[config.mk]
export PLATFORM = sky130hd
export DESIGN_NAME = approx_err_acc
export DESIGN_NICKNAME = d
export VERILOG_FILES = /design/src/rtl/approx_err_acc.sv
export SDC_FILE = /design/constraint.sdc
export NUM_CORES = 2
export LEC_CHECK = 0
export CELL_PAD_IN_SITES_DETAIL_PLACEMENT = 1
export CELL_PAD_IN_SITES_GLOBAL_PLACEMENT = 1
export CORE_ASPECT_RATIO = 0.5
export CORE_MARGIN = 2
export CORE_UTILIZATION = 45
export CTS_BUF_LIST = sky130_fd_sc_hd__clkbuf_4
export DETAILED_ROUTE_END_ITERATION = 6
export PLACE_DENSITY = 0.81
export SETUP_SLACK_MARGIN = 0.1
export SLEW_MARGIN = 0
export SYNTH_ARGS = -nofsm -noshare
export SYNTH_HDL_FRONTEND = slang
export SYNTH_SLANG_ARGS = --single-unit
[constraint.sdc]
create_clock -name clk -period 20.8 [get_ports clk]
set_input_delay 2.08 -clock clk [delete_from_list [all_inputs] [get_ports clk]]
set_output_delay 2.08 -clock clk [all_outputs]
set_load 0.02 [all_outputs]
[src/rtl/approx_err_acc.sv]
// approx_err_acc: accumulates |A*B - result| statistics over a run of samples.
// Optional APPROX_ERR_SQ_EN adds sq_sum, the running sum of squared errors.
module approx_err_acc #(
  parameter int CNT_W = 24,
  parameter int SUM_W = 32 + CNT_W
) (
  input  logic             clk,
  input  logic             rst,
  input  logic             start,
  input  logic [CNT_W-1:0] sample_count,
  input  logic             in_valid,
  output logic             in_ready,
  input  logic [15:0]      A,
  input  logic [15:0]      B,
  input  logic [31:0]      result,
  output logic             busy,
  output logic             done,
  output logic [SUM_W-1:0] err_sum,
  output logic [31:0]      err_max,
  output logic [CNT_W-1:0] err_cnt
`ifdef APPROX_ERR_SQ_EN
  ,
  output logic [64+CNT_W-1:0] sq_sum
`endif
);

  typedef enum logic [1:0] {
    S_IDLE,
    S_RUN,
    S_DRAIN,
    S_DONE
  } state_t;

  state_t r_state;
  state_t w_next;

  logic [CNT_W-1:0] r_count;
  logic [CNT_W-1:0] r_acc;

  logic             r_v1;
  logic [31:0]      r_exact;
  logic [31:0]      r_res;
  logic             r_v2;
  logic [31:0]      r_err;

  logic [SUM_W-1:0] r_sum;
  logic [31:0]      r_max;
  logic [CNT_W-1:0] r_cnt;

  logic             w_start_ok;
  logic             w_accept;
  logic             w_last;
  logic [31:0]      w_exact;
  logic [31:0]      w_err;

  assign w_start_ok = start &&
    (r_state == S_IDLE || r_state == S_DONE);
  assign in_ready = (r_state == S_RUN) &&
    (r_acc < r_count);
  assign w_accept = in_valid && in_ready;
  assign w_last = w_accept &&
    (r_acc == r_count - CNT_W'(1));

  assign w_exact = {16'd0, A} * {16'd0, B};
  assign w_err = (r_exact >= r_res) ?
    (r_exact - r_res) : (r_res - r_exact);

  assign busy = (r_state == S_RUN) ||
    (r_state == S_DRAIN);
  assign done = (r_state == S_DONE);

  assign err_sum = r_sum;
  assign err_max = r_max;
  assign err_cnt = r_cnt;

  // State register.
  always_ff @(posedge clk or posedge rst) begin
    if (rst) r_state <= S_IDLE;
    else     r_state <= w_next;
  end

  // Next-state: drain finishes when the last sample leaves stage 2.
  always_comb begin
    w_next = r_state;
    unique case (r_state)
      S_IDLE, S_DONE: begin
        if (w_start_ok)
          w_next = (sample_count == '0) ?
            S_DONE : S_RUN;
      end
      S_RUN: begin
        if (w_last) w_next = S_DRAIN;
      end
      S_DRAIN: begin
        if (r_v2 && !r_v1) w_next = S_DONE;
      end
      default: w_next = S_IDLE;
    endcase
  end

  // Run length latch and accepted-sample counter.
  always_ff @(posedge clk or posedge rst) begin
    if (rst) begin
      r_count <= '0;
      r_acc   <= '0;
    end else if (w_start_ok) begin
      r_count <= sample_count;
      r_acc   <= '0;
    end else if (w_accept) begin
      r_acc <= r_acc + CNT_W'(1);
    end
  end

  // Stages 1 and 2: exact product, then absolute error.
  always_ff @(posedge clk or posedge rst) begin
    if (rst) begin
      r_v1    <= 1'b0;
      r_exact <= '0;
      r_res   <= '0;
      r_v2    <= 1'b0;
      r_err   <= '0;
    end else begin
      r_v1 <= w_accept;
      if (w_accept) begin
        r_exact <= w_exact;
        r_res   <= result;
      end
      r_v2 <= r_v1;
      if (r_v1) r_err <= w_err;
    end
  end

  // Stage 3: fold the error into the run statistics.
  always_ff @(posedge clk or posedge rst) begin
    if (rst) begin
      r_sum <= '0;
      r_max <= '0;
      r_cnt <= '0;
    end else if (w_start_ok) begin
      r_sum <= '0;
      r_max <= '0;
      r_cnt <= '0;
    end else if (r_v2) begin
      r_sum <= r_sum + SUM_W'(r_err);
      if (r_err > r_max) r_max <= r_err;
      if (r_err != '0) r_cnt <= r_cnt + CNT_W'(1);
    end
  end

`ifdef APPROX_ERR_SQ_EN
  logic [63:0]         w_sq;
  logic [64+CNT_W-1:0] r_sq;

  assign w_sq = {32'd0, r_err} * {32'd0, r_err};
  assign sq_sum = r_sq;

  // Stage 3 companion: squared-error accumulator.
  always_ff @(posedge clk or posedge rst) begin
    if (rst)             r_sq <= '0;
    else if (w_start_ok) r_sq <= '0;
    else if (r_v2)
      r_sq <= r_sq + (64+CNT_W)'(w_sq);
  end
`endif

endmodule

==> key figures <==
Logic synthesis
  • Number of distinct library cells after synthesis: 90
  • Register bit total from synthesis: 260
  • Async S/R FF share, synth: 100%
  • YS warnings: 0
  • Mapped Cells: around 3,100
  • Syn Nets: 3,652
  • Ys flop type: dfrtp_1
  • Number of synthesized flops with an enable pin: 0
  • Sequential area share after synthesis: 24.7%
  • Syn avg cell area: 8.49 µm²
  • Post-Syn Area: between 20,000 and 30,000 µm²

Floorplanning
  • Core box area: approximately 58,000 µm²
  • # IOs: 207
  • Die Y-Extent: approximately 180 µm
  • Rows: 62
  • Die W: 346 µm
  • Initial Utilization: a little under half
  • Die area: ~60,000 µm²

Critical path
  • Worst Setup End Kind: register
  • Kind of critical path: input pin to register
  • Worst path cell trace: clkdlybuf4s50_1 -> nand2_1 -> fa_1 -> fa_1 -> fa_1 -> fa_1 -> inv_1 -> fa_1 -> inv_1 -> fa_1 -> inv_1 -> ha_1 -> and4_1 -> and3_1 -> a221oi_1 -> a21oi_1 -> a21oi_1 -> nand2b_1 -> a21oi_1 -> or3b_1 -> a31o_2
  • Critical-path top delay cell: clkdlybuf4s50_1
  • CP most frequent cell: fa_1
  • Critical Path AT: 9.05 ns
  • Crit path launch type: input pin
  • Crit path max fanout: 16
  • Worst EP required: roughly 21 ns
  • Largest stage delay, worst path: approximately 0.96 ns

STA
  • RSZ-0062 raised after global routing: no
  • Period utilization: about two fifths
  • Clock Skews: ~0.06 ns
  • Tmin final: 8.38 ns
  • Worst slew pin tran: 1.02 ns
  • Setup tns final: 0 ns
  • Final Hold Violating Endpoints: 0
  • Fmax: 119 MHz
  • Slew headroom: a little under a third
  • Final Max Slew Viols: 0
  • Final setup viols: 0

GRT
  • Global-route wire length before repair: 132,000 µm
  • Total grt overflow: 0
  • Vias in the first global route: ~25,000
  • Initial antenna violation count: 1
  • Largest net degree at the start of global routing: around 130
  • All-Layer GR Usage: between 20 and 30%

Power and ir drop
  • Clock share of power: 9.8%
  • Cell Pwr Density: 173 nW/µm²
  • Seq pwr share: 17.4%
  • VDD IR-drop max: a little over 0.1 mV
  • Logic pwr share: 72.8%
  • Internal power: about 0.0025 W
  • Sw Ratio: between 50% and 60%
  • Static Leak: 14.3 nW
  • Total power: ~0.0052 W
  • Psw: around 0.0027 W

Clock tree
  • # resized after CTS: 0
  • CTS root buffer: clkbuf_4
  • Clk sink count: 260
  • Hold_buf cts: 0
  • Htree depth: 3
  • Clk slew on worst S/H paths: approximately 0.06 ns
  • Bufs on Longest Clock Path: 3
  • CTS tree: built
  • Num CTS Buffers: 75
  • Post-CTS setup repair buffer count: 0
  • Worst skew pair latency: just under 0.8 ns

Cells and area
  • Fillers: approximately 6,900
  • Share of cells above drive strength 1: approximately 5.4%
  • Synth-to-layout area growth: 13.5%
  • Nets: between 3,000 and 4,000

Drt
  • Post-route DRC violation count: 0
  • Wire per inst: roughly 20 µm
  • Initial DRT Pass Iterations: 5
  • Vias per cell: between 5 and 6
  • WL final: a little over 80,000 µm
  • Initial drt markers: between 900 and 1,000
  • Vias: 22,842
  • Post-route ant nets: 0

Min path
  • Min-Delay Path Class: register to register

Placed design
  • Final HPWL from detailed placement: approximately 62,000 µm
  • RD Place Congestion: 0.908
  • Port bufs: 206

Run status
  • Status: completed

Flow run
  • Max-cap viol count: 0
[per-layer routing]
layer	share of wire (%)	track usage [%]	wire (µm)
met1	44	34.1	35400
met2	50	48.6	40600
met3	3.7	3.04	3030
met4	2.5	7.91	2040
met5	0	0	0
[cell usage in the layout (no fill, tap or decap), drive strengths merged, types with 16 or more instances in the layout]
cell and count:
or3 16, nand4 51, ha 262, o211ai 22, nor2b 23, a31oi 16, a21o 52, fa 197
nor3 30, xor2 86, nand2 380, nor4 23, mux2i 34, inv 404, and3 26, a21oi 194
xnor2 82, nand3 96, clkdlybuf4s50 206, a211oi 24, dfrtp 260, and2 119, nor2 209, clkbuf 112
o21ai 209, o21bai 21
[registers in the layout, summed over array words and instances, names as in the netlist]
name	cells
r_res	32
err_max	32
err_sum	56
r_v2	1
r_err	32
r_count	24
r_v1	1
r_exact	32
r_state	2
err_cnt	24
r_acc	24
[Yosys cell counts (11+ instances only)]
master    instances  area share [%]
inv_1           401             5.7
nand2_1         379             5.4
ha_1            262              12
dfrtp_1         260              25
nor2_1          206             2.9
fa_1            197              15
o21ai_0         196             3.7
a21oi_1         193             3.7
and2_1          118             2.8
clkbuf_1        110             1.6
nand3_1          94             1.8
xor2_1           86             2.9
xnor2_1          82             2.7
a21o_1           52             1.5
nand4_1          51             1.2
mux2i_1          34             1.3
and3_1           26            0.62
nor3_1           25            0.48
nor2b_1          23            0.55
nor4_1           22            0.52
a211oi_1         21            0.60
o211ai_1         21            0.60
o21bai_1         21            0.60
a31oi_1          16            0.38
buf_2            16            0.30
or3_1            16            0.38
o21a_1           14            0.40
and4_1           12            0.40
o21ai_1          12            0.23
nand2b_1         11            0.26
o31ai_1          11            0.31
[cell type report]
class | instances | area, µm² | area share, %
multi-input combinational | 2305 | 17800 | 59.5
sequential | 260 | 6510 | 21.8
timing repair buffer | 217 | 2140 | 7.18
inverter | 404 | 1520 | 5.10
tap | 768 | 961 | 3.22
clock buffer | 112 | 841 | 2.81
clock inverter | 13 | 114 | 0.381
antenna | 1 | 2.50 | 0.00838
[path summary, 6_finish.rpt]
kind                        startpoint           to  slack (ns)  depth (start not counted)
max                               B[1]  r_exact[27]       12.43                         21
min                        r_exact[11]  r_exact[11]        0.52                          2
max reg2reg                 r_state[0]  err_cnt[23]       16.37                         12
min reg2reg                r_exact[11]  r_exact[11]        0.52                          2
max in group asynchronous          rst         r_v2       17.25                          3
min in group asynchronous          rst    r_res[31]        1.90                          2
[kinds of logic after synthesis]
logic type	synth area share [%]
buffers and inverters	7.80
muxes	1.63
and+or+nand+nor	18.5
DFF	24.7
adders and majority gates	27.4
xor gates and xnor gates	5.59
AOI/OAI and AO/OA	14.3
[stage by stage]
step	cells	util, %	setup WS, ns	hold slack [ns]	instance area (µm²)
6_report	4080	51.8	12.43	0.521	29900
2_1_floorplan	3101	-	11.56	0.352	26300
4_1_cts	4079	51.8	12.51	0.530	29900
5_1_grt	4080	51.8	12.22	0.566	29900
3_5_place_dp	3954	50.2	11.63	0.516	28900
3_3_place_gp	3954	50.2	11.86	0.501	28900
[power groups by stage]
stage               clock (W)  combinational, W  sequential, W
floorplan                   0           0.00257       0.000899
global placement            0           0.00358       0.000895
detailed placement          0           0.00373       0.000903
CTS                  0.000521           0.00376       0.000895
global route         0.000548           0.00419       0.000913
finish               0.000505           0.00376       0.000897
[worst max-delay path, delay by kind of cell]
kind                       cells  cell delay, ns
and+or+nand+nor                5            1.20
AOI/OAI and AO/OA              5            1.19
adders and majority gates      7            3.45
buffers and inverters          4            1.11
Power figures use the tool's default switching activity.
